`config.mk`:
```
export PLATFORM = sky130hd
export DESIGN_NAME = stream_decoder
export DESIGN_NICKNAME = d
export VERILOG_FILES = /design/src/rtl/stream_decoder.sv
export SDC_FILE = /design/constraint.sdc
export NUM_CORES = 1
export LEC_CHECK = 0
export CAP_MARGIN = 0
export CORE_UTILIZATION = 55
export CTS_CLUSTER_SIZE = 28
export DETAILED_ROUTE_END_ITERATION = 12
export DONT_BUFFER_PORTS = 1
export PLACE_DENSITY_LB_ADDON = 0.08
export SLEW_MARGIN = 20
export SYNTH_ARGS = -nofsm -noshare
export SYNTH_HDL_FRONTEND = slang
export SYNTH_SLANG_ARGS = --single-unit
```
`constraint.sdc`:
```
create_clock -name clk -period 2.7 [get_ports clk]
set_input_delay 0.135 -clock clk [delete_from_list [all_inputs] [get_ports clk]]
set_output_delay 0.135 -clock clk [all_outputs]
set_load 0.01 [all_outputs]
```
`src/rtl/stream_decoder.sv`:
```
// -----------------------------------------------------------------------------
// stream_decoder
//
// Handshaked instruction-stream decoder. Accepts a header word followed by
// 0, 1 or 2 operand words over a valid/ready input, validates type, opcode and
// privilege, and presents one complete command per output handshake.
//
// Handshake semantics (both sides): a transfer happens on a rising clock edge
// where valid & ready are both 1. The producer keeps data stable while valid
// is high and not yet taken; ready may depend on state only, never on valid.
//
// Header layout: {admin, type[2:0], opcode[BUS_WIDTH-5:0]}
//
// Ports:
//   clk            clock, rising edge
//   nreset         asynchronous active-low reset
//   flush          synchronous abort of any partial or held command
//   data_in        header or operand word
//   in_valid       data_in valid
//   in_ready       decoder can accept a word (low only while holding a command)
//   admin_flag     decoded header admin bit
//   code_type      decoded header type
//   opcode         decoded header opcode
//   opdata0        first operand (0 if none)
//   opdata1        second operand (0 if none)
//   out_valid      command fields valid
//   out_ready      consumer takes command when out_valid & out_ready
//   decoder_error  one-cycle error pulse
//   error_code     1 illegal type, 2 illegal opcode, 3 privilege; sticky
//   dbg_state      current FSM state (0 IDLE, 1 OP0, 2 OP1, 3 HOLD)
// -----------------------------------------------------------------------------
module stream_decoder #(
    parameter int BUS_WIDTH = 32,
    parameter int USER_INT  = 0
) (
    input  logic                 clk,
    input  logic                 nreset,
    input  logic                 flush,
    input  logic [BUS_WIDTH-1:0] data_in,
    input  logic                 in_valid,
    output logic                 in_ready,
    output logic                 admin_flag,
    output logic [2:0]           code_type,
    output logic [BUS_WIDTH-5:0] opcode,
    output logic [BUS_WIDTH-1:0] opdata0,
    output logic [BUS_WIDTH-1:0] opdata1,
    output logic                 out_valid,
    input  logic                 out_ready,
    output logic                 decoder_error,
    output logic [1:0]           error_code,
    output logic [1:0]           dbg_state
);

    localparam int OPW = BUS_WIDTH - 4;

    localparam logic [2:0] TYPE_CTL = 3'b111;
    localparam logic [2:0] TYPE_INT = 3'b000;
    localparam logic [2:0] TYPE_REG = 3'b001;
    localparam logic [2:0] TYPE_IMM = 3'b010;
    localparam logic [2:0] TYPE_JMP = 3'b100;

    localparam logic [1:0] ERR_TYPE = 2'd1;
    localparam logic [1:0] ERR_OPC  = 2'd2;
    localparam logic [1:0] ERR_PRIV = 2'd3;

    typedef enum logic [1:0] {
        S_IDLE = 2'd0,
        S_OP0  = 2'd1,
        S_OP1  = 2'd2,
        S_HOLD = 2'd3
    } state_t;

    state_t               state_q, state_d;
    logic                 admin_q, admin_d;
    logic [2:0]           type_q, type_d;
    logic [OPW-1:0]       opcode_q, opcode_d;
    logic [BUS_WIDTH-1:0] op0_q, op0_d;
    logic [BUS_WIDTH-1:0] op1_q, op1_d;
    logic                 two_ops_q, two_ops_d;
    logic                 derr_q, derr_d;
    logic [1:0]           ecode_q, ecode_d;

    // Header field view of the incoming word (only meaningful in IDLE).
    logic           hdr_admin;
    logic [2:0]     hdr_type;
    logic [OPW-1:0] hdr_opcode;
    logic [1:0]     hdr_err;
    logic [1:0]     hdr_nops;
    logic           accept;

    assign hdr_admin  = data_in[BUS_WIDTH-1];
    assign hdr_type   = data_in[BUS_WIDTH-2 -: 3];
    assign hdr_opcode = data_in[OPW-1:0];

    // Header classification. Type is checked first, then opcode, then
    // privilege, so each bad header reports exactly one error code.
    always_comb begin
        hdr_err  = 2'd0;
        hdr_nops = 2'd0;
        unique case (hdr_type)
            TYPE_CTL: begin
                if (hdr_opcode != '0)  hdr_err = ERR_OPC;
                else if (!hdr_admin)   hdr_err = ERR_PRIV;
            end
            TYPE_INT: begin
                if (!hdr_admin && (USER_INT == 0)) hdr_err = ERR_PRIV;
            end
            TYPE_REG, TYPE_IMM: begin
                hdr_nops = 2'd2;
                if (hdr_opcode > OPW'(6)) hdr_err = ERR_OPC;
            end
            TYPE_JMP: begin
                hdr_nops = 2'd1;
                if (hdr_opcode > OPW'(4)) hdr_err = ERR_OPC;
            end
            default: hdr_err = ERR_TYPE;
        endcase
    end

    assign in_ready = (state_q != S_HOLD);
    assign accept   = in_valid && in_ready;

    always_comb begin
        state_d   = state_q;
        admin_d   = admin_q;
        type_d    = type_q;
        opcode_d  = opcode_q;
        op0_d     = op0_q;
        op1_d     = op1_q;
        two_ops_d = two_ops_q;
        derr_d    = 1'b0;
        ecode_d   = ecode_q;

        if (flush) begin
            // Abort wins over any handshake in the same cycle; no error raised.
            state_d = S_IDLE;
        end else begin
            unique case (state_q)
                S_IDLE: begin
                    if (accept) begin
                        if (hdr_err != 2'd0) begin
                            derr_d  = 1'b1;
                            ecode_d = hdr_err;
                        end else begin
                            admin_d   = hdr_admin;
                            type_d    = hdr_type;
                            opcode_d  = hdr_opcode;
                            op0_d     = '0;
                            op1_d     = '0;
                            two_ops_d = (hdr_nops == 2'd2);
                            state_d   = (hdr_nops == 2'd0) ? S_HOLD : S_OP0;
                        end
                    end
                end
                S_OP0: begin
                    if (accept) begin
                        op0_d   = data_in;
                        state_d = two_ops_q ? S_OP1 : S_HOLD;
                    end
                end
                S_OP1: begin
                    if (accept) begin
                        op1_d   = data_in;
                        state_d = S_HOLD;
                    end
                end
                S_HOLD: begin
                    if (out_ready) state_d = S_IDLE;
                end
                default: state_d = S_IDLE;
            endcase
        end
    end

    always_ff @(posedge clk or negedge nreset) begin
        if (!nreset) begin
            state_q   <= S_IDLE;
            admin_q   <= 1'b0;
            type_q    <= 3'b000;
            opcode_q  <= '0;
            op0_q     <= '0;
            op1_q     <= '0;
            two_ops_q <= 1'b0;
            derr_q    <= 1'b0;
            ecode_q   <= 2'd0;
        end else begin
            state_q   <= state_d;
            admin_q   <= admin_d;
            type_q    <= type_d;
            opcode_q  <= opcode_d;
            op0_q     <= op0_d;
            op1_q     <= op1_d;
            two_ops_q <= two_ops_d;
            derr_q    <= derr_d;
            ecode_q   <= ecode_d;
        end
    end

    assign out_valid     = (state_q == S_HOLD);
    assign admin_flag    = admin_q;
    assign code_type     = type_q;
    assign opcode        = opcode_q;
    assign opdata0       = op0_q;
    assign opdata1       = op1_q;
    assign decoder_error = derr_q;
    assign error_code    = ecode_q;
    assign dbg_state     = state_q;

endmodule

```
* After elaboration in Yosys (flattened, before gate mapping)
Cells that the tools add are included.
Storage, ports and cells: register bits 102, latch bits 0, RAM bits 0, bits in read-only memories 0, input port bits 37, output and inout bits 103, logic and storage cells 69, memories 0
Cells by class: add/subtract/negate cells 0, $mul 0, div/mod/pow operators 0, magnitude comparators 2, equal/unequal tests 18, shifts and indexed selects 0, multiplexer cells 24, bitwise logic cells 2, reduce and logical (&&, ||, !) cells 14
Operators by type and width (count):
- $pmux W32 S2 | 2
- $mux W32 | 3
- $gt A28 B3 Y1 const B | 2
- $reduce_bool A28 Y1 | 1
- $mux W2 | 11
- $pmux W2 S4 | 2
- $reduce_and A5 Y1 | 3
- $ne A3 B3 Y1 const B | 4
- $ne A2 B2 Y1 const B | 5
- $reduce_and A4 Y1 | 2
- $eq A2 B2 Y1 const B | 3
- $eq A3 B3 Y1 const B | 2
- $reduce_bool A2 Y1 | 3
- $mux W1 | 5
- $logic_not A2 Y1 | 2
- $pmux W2 S2 | 1
- $eq A3 B1 Y1 const B | 1
- $eq A3 B2 Y1 const B | 1
- $logic_not A3 Y1 | 1
- $ne A3 B2 Y1 const B | 1
- $eq A2 B1 Y1 const B | 1
- $not A1 Y1 | 2
- $reduce_or A2 Y1 | 1
- $logic_and A1 B1 Y1 | 1

* Logic depth before layout (Yosys ltp)
Gate-level depths: netlist (run 1).
depth in word-level cells 9, gate-level depth with buffers 9, depth with buffers taken out 7

* Worst setup path after synthesis (run 1)
OpenSTA, ideal clock, no wires.
path type register to register, start point register state_q[0] (netlist: dbg_state[0]), end point register type_q[0] (netlist: code_type[0]), setup time 0.128 ns, data arrival time 2.232 ns, data required time 2.572 ns, setup slack 0.341 ns, cell stages (with the launch flop) 8, buffers on the path 1, clock period less this slack 2.359 ns, cell sequence dfrtp_1 > ha_1 > nand2b_1 > nor2_1 > nand2_1 > nor4_4 > buf_2 > mux2_1
Between the ends: longest elaborated chain between the ends 3, elaborated cells between the ends (all ways) 4, classes of those cells eq/ne (1); reduce/logical (3)
RTL lines:
- start: declaration | RTL line 73 | state_t state_q, state_d;
- start signal: assignment | RTL line 187 | state_q <= state_d;
- $ne A2 B2 Y1 | RTL line 120 | assign in_ready = (state_q != S_HOLD);
- $logic_and A1 B1 Y1 | RTL line 121 | assign accept = in_valid && in_ready;
- $reduce_and A4 Y1 (no line) *
- end signal: assignment | RTL line 189 | type_q <= type_d;
- end: declaration | RTL line 75 | logic [2:0] type_q, type_d;
Every way passes the cells marked *; elsewhere a longest branch is shown, timed or not. A chain may end at the register's enable or synchronous reset.

* Final worst setup path (run 1)
start point register state_q[0] (netlist: dbg_state[0]), end point register opcode_q[13] (netlist: opcode[13])
Between the ends: longest elaborated chain between the ends 3, elaborated cells between the ends (all ways) 4, classes of those cells eq/ne (1); reduce/logical (3)
RTL lines:
- $ne A2 B2 Y1 | RTL line 120
- $logic_and A1 B1 Y1 | RTL line 121
- $reduce_and A4 Y1 (no line) *
- end signal: assignment | RTL line 190 | opcode_q <= opcode_d;
- end: declaration | RTL line 76 | logic [OPW-1:0] opcode_q, opcode_d;
Marked as above.

==> results, run 1 <==
- The run finished with clean final reports.
- Clock tree synthesis inserted a total of 9 buffers.
- In this run the cell area of the synthesized design comes to 4220 µm².
- Across the routed clock network, the largest skew measured is around 0.011 ns.
- The share of synthesized flip-flops with an asynchronous set or reset is 1.00.
- The max-capacitance violation count is 0.
- Relative to the synthesized area, the layout overhead comes to 16.3%.
- The maximum fanout encountered on the critical timing path is 23.
- The first global-routing pass estimated around 16 mm of wire.
- For this run, the detailed router's first-pass iteration total came to 4.
- The cell with the biggest individual delay on the critical path is dfrtp_1.
- Setup repair after global routing left no endpoint under its margin.
- The via count of the first global-routing pass is 2901.
- The detailed router used layers up to and including met4.
- The average size of a mapped cell is between 10 and 15 µm².
- In the detailed route, the total length drawn on met3 is about 1.1 mm.
- The gate count after technology mapping is 310.
- For this block, wires on met1 add up to ~4.5 mm.
- The worst setup path is launched from a flip-flop.
- Across all layers, the routed design uses between 2k and 3k vias.
- After clock tree synthesis, the clock-pin slew on the worst setup and hold paths is about 0.10 ns.
- Input and output buffers added on the ports amount to 0.
- When the netlist entered floorplanning its net count stood at ~350.
- The internal portion of the total power is about 2.6 mW.
- Summed over all failing endpoints, the final setup total negative slack is 0 ns.
- The met2 wire length is 5.03 mm.
- Of the cells placed in the final design, the portion with a size suffix greater than 1 is 0.105.
- The distinct cell type count of the synthesized netlist is 42.
- The maximum count of clock buffers along a single path is 2.
- For this run, the register share of the synthesized area comes to 0.605.
- The via count normalized by instance count is between 6 and 7.
- In this run the tightest slew margin relative to its limit is 0.393.
- IR analysis of the VDD net gives a maximum drop of about 0.45 mV.
- The clock net in this run drives a total of between 100 and 150 sinks.
- By area the synthesized netlist is led by dfrtp_1 60%, a22o_1 13%, mux2_1 8.8%.
- By count the netlist is led by 102 x dfrtp_1, 64 x a22o_1, 33 x mux2_1.
- Counting flops and latches in the post-synthesis netlist gives 102.
- Summed over all cells, the static leakage comes to around 2.2 nW.
- The number of antenna violations at the first check in global routing is 0.
- The final design utilization is 0.670.
- The share of total power dissipated in combinational logic is 0.134.
- The floorplan step set the die height to between 80 and 90 µm.
- The setup violation total in the final timing report is 0.
- In this run the number of H-tree levels came out at 3.
- The transition time of the tightest slew-check pin is between 0.9 and 1 ns.
- Row generation in the floorplan step produced 31 rows.
- The initial standard-cell utilization of the core is 0.576.
- The portion of the clock cycle consumed by the worst path in the final layout is 0.942.
- The number of pins exceeding their max-slew limit in the final report is 0.
- STA classifies the critical path endpoint as a flip-flop.
- At the worst endpoint, the arrival time is 2.80 ns.
- The number of antenna diodes in the final layout is 0.
- The placed wire-length estimate after detailed placement is around 6.3 mm.
- The start point of the critical path is dbg_state[0]$_DFFE_PN0P_.
- The worst path required time is between 2 and 3 ns.
- The proportion of total power due to net switching is 0.313.
- The die covers between 8000 and 9000 µm².
- The dominant cell type by area after synthesis is dfrtp_1.
- The largest net degree at the start of global routing is ~100.
- Across every metal layer, demand over resource in global routing totals 0.274.
- The peak clock frequency supported by timing is 393 MHz.
- The path type of the worst min-delay path is in2reg.
- The share of total power dissipated in the clock network is 0.273.
- The congestion estimate from routability-driven global placement came to between 0.8 and 0.9.
- The wire length per cell after detailed routing is 23.9 µm.
- dfrtp_1 is the most common cell in the netlist.
- The dominant synthesized flop cell is dfrtp_1.
- The worst register-to-register path begins at dbg_state[0]$_DFFE_PN0P_.
- The signal on the critical path passes through ha_1 > nand2b_1 > nor2_1 > buf_4 > nand2_1 > nor4_4 > buf_6 > mux2_1.
- The remaining design rule violation count is 0.
- The die width is ~90 µm.
- The critical path is of the reg2reg type.
- The library cell used as clock root buffer is clkbuf_8.
- The total wire length after detailed routing is approximately 11 mm.
- The synthesis warning total is 0.
- The post-route antenna net violation count is 0.
- Counting I/O delays and the setup requirement, the final critical path takes around 2.5 ns.
- Clock latency on the worst-skew pair, taken at its later pin, is 0.37 ns.
- The largest single stage delay on the critical path is 0.47 ns.
- The worst hold path begins at data_in[30].
- The ratio of total power to cell area is between 700 and 800 nW/µm².
- Across all hold checks on the routed design, the worst slack comes to 0.0185 ns.
- The share of synthesized area in the top cell type comes to 0.605.
- After filler insertion, the fill cell instance count of the layout stands at approximately 550.
- The number of placed I/O pins is 140.
- Counting flops with a built-in enable in the synthesized netlist gives 0.
- The clock tree from TritonCTS is yes.
- The total overflow left after global routing is 0.
- The placeable core area is around 7300 µm².
- The first routing iteration left roughly 150 violations.
- The analysis attributes to net switching a power of roughly 1.2 mW.
- The final net count is around 400.
- Of the total power, registers draw 0.594.
- The final number of hold-violating endpoints is 0.
## state kept, by name, indices dropped and copies added (netlist names)
name and flops:
admin_flag 1, code_type 3, dbg_state 2, decoder_error 1
error_code 2, opcode 28, opdata0 32, opdata1 32
two_ops_q 1
## cell usage in the layout (no fill, tap or decap), types with 5 or more instances in the layout
master           n
a22o_1          64
nor4_1           5
nand2_1          8
buf_4           11
inv_1            8
mux2_1          33
dlygate4sd3_1   34
dfrtp_1        102
nor2_1          12
clkbuf_8        10
## final cells by class
class,count,area [µm²],share of cell area
clock buffers,10,138,0.0280
repair buffers,47,462,0.0941
flip-flops and latches,102,2550,0.520
inverters,8,30.0,0.00612
multi-input cells,180,1530,0.311
well taps,99,124,0.0252
clock inverters,6,75.1,0.0153
## power by group through the flow
stage	clock network (mW)	logic, mW	registers, mW
after floorplan	0	0.343	2.16
after global routing	1.11	0.557	2.26
after global placement	0	0.378	2.24
after detailed placement	0	0.400	2.25
after CTS	1.04	0.495	2.22
final	1.02	0.500	2.22
## layer usage
layer	GRT usage	up-vias
li1	-	1249
met1	0.361	1483
met2	0.425	149
met3	0.0859	19
met4	0.113	0
met5	0	-
## metrics by stage
stage,setup WS [ns],std cells,area [µm²],total power [mW]
floorplan,0.341,310,4220,2.51
global placement,0.198,400,4310,2.62
detailed placement,0.123,400,4310,2.65
CTS,0.0962,451,4890,3.75
global route,0.0296,452,4910,3.93
finish,0.158,452,4910,3.74
## worst max-delay path, delay by kind of cell (launching register included)
family	cells	cell delay (ns)
fa+ha+maj	1	0.29
buf+inv	2	0.46
flops	1	0.47
mux	1	0.37
simple gates	4	0.83
## what timing repair did
item | 4_1_cts | 5_1_grt
endpoints found under the hold margin | 200 | 0
resized for setup | 0 | 1
buffers inserted | 0 | 0
endpoints found under the setup margin | 0 | 24
hold buffers | 35 | 0
## final timing paths
| kind | to | slack (ns) | depth (start not counted) |
|---|---|---|---|
| min in group asynchronous | opcode[11]$_DFFE_PN0P_ | 0.34 | 2 |
| max in group asynchronous | admin_flag$_DFFE_PN0P_ | 1.97 | 2 |
| worst max-delay path | opcode[13]$_DFFE_PN0P_ | 0.16 | 8 |
| worst min-delay path | two_ops_q$_DFFE_PN0P_ | 0.02 | 2 |
| worst min register to register | two_ops_q$_DFFE_PN0P_ | 0.50 | 1 |
| worst max register to register | opcode[13]$_DFFE_PN0P_ | 0.16 | 8 |
## logic make-up after synthesis
family	synth area share
xor+xnor	0.00415
simple gates	0.0655
flops	0.605
mux	0.0880
buf+inv	0.0400
fa+ha+maj	0.0119
compound gates	0.186
Note: power is estimated with default switching activity, not from simulation.
==> inputs of run 2 (changes only) <==
--- a/config.mk
+++ b/config.mk
@@ -5,7 +5,9 @@
 export SDC_FILE = /design/constraint.sdc
 export NUM_CORES = 1
 export LEC_CHECK = 0
+export ABC_AREA = 1
 export CAP_MARGIN = 0
+export CORE_MARGIN = 2
 export CORE_UTILIZATION = 55
 export CTS_CLUSTER_SIZE = 28
 export DETAILED_ROUTE_END_ITERATION = 12
==> run 2 against run 1 <==
Net effect:
- cell count rose by 49%
- non-clock buffer count fell by 4
- synthesized cell count rose by 72%
==> results, run 2 <==
- Static timing analysis puts the maximum clock frequency at approximately 430 MHz.
- The distinct cell type count of the synthesized netlist is 25.
- The clock passes through at most 2 buffers.
- The number of cells traversed by the worst hold path is 2.
- The placed instance area is 4830 µm².
- Of the total power, the share spent switching nets is 0.426.
- In this run the register-to-register setup slack is roughly 0.37 ns.
- The share of total power dissipated in the clock network is 0.173.
- The ratio of total power to cell area is ~1100 nW/µm².
- Setup violations remaining at the end of the flow were counted as 0.
- The relative contribution of sequential cells to total power is 0.530.
- For this run, design rule violations remaining after detail routing come to 0.
- The initial standard-cell utilization of the core is 0.562.
- The final weighted congestion of routability-driven global placement is 0.801.
- The path class of the tightest hold or removal check is in2reg.
- The dominant synthesized flop cell is dfrtp_1.
- The post-synthesis register bit count is 102.
- The placeable core area is approximately 8600 µm².
- The commonest cells after synthesis are 188 x nand2_1, 102 x dfrtp_1, 77 x o21ai_2.
- For this design, the sink count on the clock tree is 102.
- 140 I/O pins were placed.
- The netlist area before placement is 4850 µm².
- Leaving out fill and tap cells, the most frequent cells in the layout are 188 x nand2_1, 102 x dfrtp_1, 77 x o21ai_2, 48 x inv_1, 34 x dlygate4sd3_1.
- The fraction of layout instances using a drive strength above 1 is 0.206.
- Detailed placement ended at an HPWL of 7.38 mm.
- The number of nets in the synthesized netlist is between 500 and 600.
- Among the stages of the critical path, the cell type that occurs most often is nand2_1.
- For hold timing, the worst endpoint is opcode[3]$_DFFE_PN0P_.
- The detailed router finished its first iteration with around 110 violations.
- For this run, the share of the core covered by cells in the final layout is 0.625.
- TritonCTS built the clock tree.
- Summed over all nets, the switching power comes to 2.44 mW.
- Clock latency on the worst-skew pair, taken at its later pin, is around 0.36 ns.
- After clock tree synthesis, the clock-pin slew on the worst setup and hold paths is 0.10 ns.
- The launch point of the worst reg-to-reg path is dbg_state[0]$_DFFE_PN0P_.
- The number of antenna violations at the first check in global routing is 0.
- The final antenna diode count is 0.
- Setup repair after global routing left no endpoint under its margin.
- In the final timing run, aggregate negative setup slack is 0 ns.
- The most common cell after layout, fill and taps aside is nand2_1.
- The endpoint of the worst-slack reg-to-reg timing path is opdata0[14]$_DFFE_PN0P_.
- Measured along the x axis, the die boundary spans about 98 µm.
- The share of synthesized flip-flops with an asynchronous set or reset is 1.00.
- In this run the tightest slew margin relative to its limit is 0.663.
- The worst hold margin is 0.0115 ns.
- Subtracting the final worst setup slack from the clock period gives roughly 2.3 ns.
- Dividing the detail-routed via count by the number of cells gives 5.21.
- The final number of hold-violating endpoints is 0.
- The final layout contains 600 nets.
- In the global route stage, overall resource usage came out at 0.241.
- The via count of the first global-routing pass was around 3.7k.
- The number of port buffers is 0.
- The number of pins exceeding their max-slew limit in the final report is 0.
- The dominant cell type by area after synthesis is dfrtp_1.
- VDD sags by at most around 0.4 mV.
- The arrival time at the worst endpoint is around 2.6 ns.
- Ranked by total cell area, the synthesized netlist is headed by dfrtp_1 53%, nand2_1 15%, o21ai_2 14%.
- On the worst path, the slowest cell contributes a delay of 0.47 ns.
- The filler cells instantiated in the layout total around 760.
- After detailed routing, the average wire length per cell comes to between 15 and 20 µm.
- Traced cell by cell, the critical path runs through ha_1 > inv_1 > nand2_1 > nor2_1 > nand3_4 > buf_12 > nand2_1 > o21ai_2.
- The finished layout cell area is about 5400 µm².
- The height of the die is 97.9 µm.
- In this run the remaining antenna-violating nets after routing total 0.
- The startpoint of the most critical hold path is data_in[3].
- The count of flip-flops with a built-in enable after synthesis is 0.
- The area of the die is about 9600 µm².
- The synthesis warning total is 0.
- The via count of the routed design is ~3.5k.
- Entering global routing, the biggest net connects 103 pins.
- The first detailed-routing pass took 4 iterations.
- The most common cell in the synthesized netlist is nand2_1.
- The worst path required time is 2.95 ns.
- The critical path in this run is classified as reg2reg.
- The kind of launch point of the worst setup path is a flip-flop.
- The library cell used as clock root buffer is clkbuf_8.
- The share of synthesized area in the top cell type comes to 0.526.
- At the pin with the least slew margin, the transition time is 0.505 ns.
- The cell with the biggest individual delay on the critical path is dfrtp_1.
- The worst setup path is captured at a flip-flop.
- Of all nets on the critical path, the largest fanout is 38.
- The part of the power in combinational logic is 0.296.
- The average size of a mapped cell is just over 9 µm².
- Synthesis handed over a netlist of roughly 530 instances.
- Global routing finished with a remaining overflow of 0.
- The run finished with clean final reports.
- Between clock sinks in the finished design, the worst skew comes to 0.0104 ns.
- For the worst flop-to-flop path, the logic depth is 8.
- The kind of cell adding the most delay to the critical path is simple AND/OR/NAND/NOR gates.
- The internal portion of the total power is ~3.3 mW.
- The global-route wire length before repair is 18.6 mm.
- Together, buffers and inverters on the worst path number 2.
- The total wire length after detailed routing is between 10 and 15 mm.
- The deepest level of the CTS H-tree is 3.
- The number of rows in the core area is 34.
- Relative to the synthesized area, the layout overhead comes to 11.4%.
- The max-capacitance violation count is 0.
- The total CTS buffers is 9.
- Of the available clock period, the critical path in the final layout requires 0.862.
- In this run the static leakage power is approximately 2.5 nW.
- The share of the Yosys chip area taken by registers is 0.526.
## run 2: what timing repair did
| item | in CTS | in global routing |
|---|---|---|
| resized for setup | 0 | 0 |
| setup endpoints to repair | 0 | 0 |
| setup buffers | 0 | 0 |
| hold buffers | 35 | 0 |
| hold endpoints to repair | 200 | 0 |
## run 2: metal layers
| metal | global-route usage | vias to the layer above | routed length, µm |
|---|---|---|---|
| li1 | - | 1727 | - |
| met4 | 0.0759 | 0 | 104 |
| met2 | 0.373 | 119 | 5240 |
| met1 | 0.327 | 1646 | 4850 |
| met3 | 0.0752 | 8 | 1020 |
| met5 | 0 | - | 0 |
## run 2: area by class of cell
cell class | count | area, µm² | share of cell area
Sequential cell | 102 | 2550 | 0.473
Clock buffer | 10 | 138 | 0.0255
Clock inverter | 6 | 68.8 | 0.0127
Timing Repair Buffer | 43 | 440 | 0.0815
Multi-Input combinational cell | 354 | 1880 | 0.349
Inverter | 49 | 184 | 0.0341
Tap cell | 108 | 135 | 0.0250
## run 2: worst register-to-register path, stage by stage (launching register included)
cell     delay (ns)
dfrtp_1        0.47
ha_1           0.28
inv_1          0.14
nand2_1        0.09
nor2_1         0.34
nand3_4        0.41
buf_12         0.34
nand2_1        0.11
o21ai_2        0.05
## run 2: kinds of logic after synthesis
group / synth area share
AOI/OAI and AO/OA: 0.173
adders and majority gates: 0.0103
buffers and inverters: 0.0854
DFF: 0.526
and+or+nand+nor: 0.205
## run 2: power by group through the flow
stage	registers, mW	clock network [mW]	logic (mW)
after global routing	3.12	1.08	1.94
after CTS	3.05	1.02	1.71
after global placement	3.06	0	1.56
after floorplan	2.88	0	1.43
final	3.04	0.994	1.70
after detailed placement	3.07	0	1.62
## run 2: worst max-delay path by stage
stage                                        start                  endpoint  slack, ns  depth (start not counted)
after floorplan           dbg_state[0]$_DFFE_PN0P_  code_type[2]$_DFFE_PN0P_       0.63                         11
after global placement    dbg_state[0]$_DFFE_PN0P_   opdata0[11]$_DFFE_PN0P_       0.43                          8
after detailed placement  dbg_state[0]$_DFFE_PN0P_    opdata0[6]$_DFFE_PN0P_       0.38                          8
after CTS                 dbg_state[0]$_DFFE_PN0P_   opdata0[17]$_DFFE_PN0P_       0.36                          8
after global routing                   data_in[26]    opdata0[0]$_DFFE_PN0P_       0.21                         14
final                     dbg_state[0]$_DFFE_PN0P_   opdata0[14]$_DFFE_PN0P_       0.37                          8
## run 2: stage by stage
step,setup slack (ns),std cells,total power [mW]
2_1_floorplan,0.626,532,4.31
3_3_place_gp,0.431,621,4.62
3_5_place_dp,0.378,621,4.69
4_1_cts,0.355,672,5.79
5_1_grt,0.207,672,6.14
6_report,0.373,672,5.73
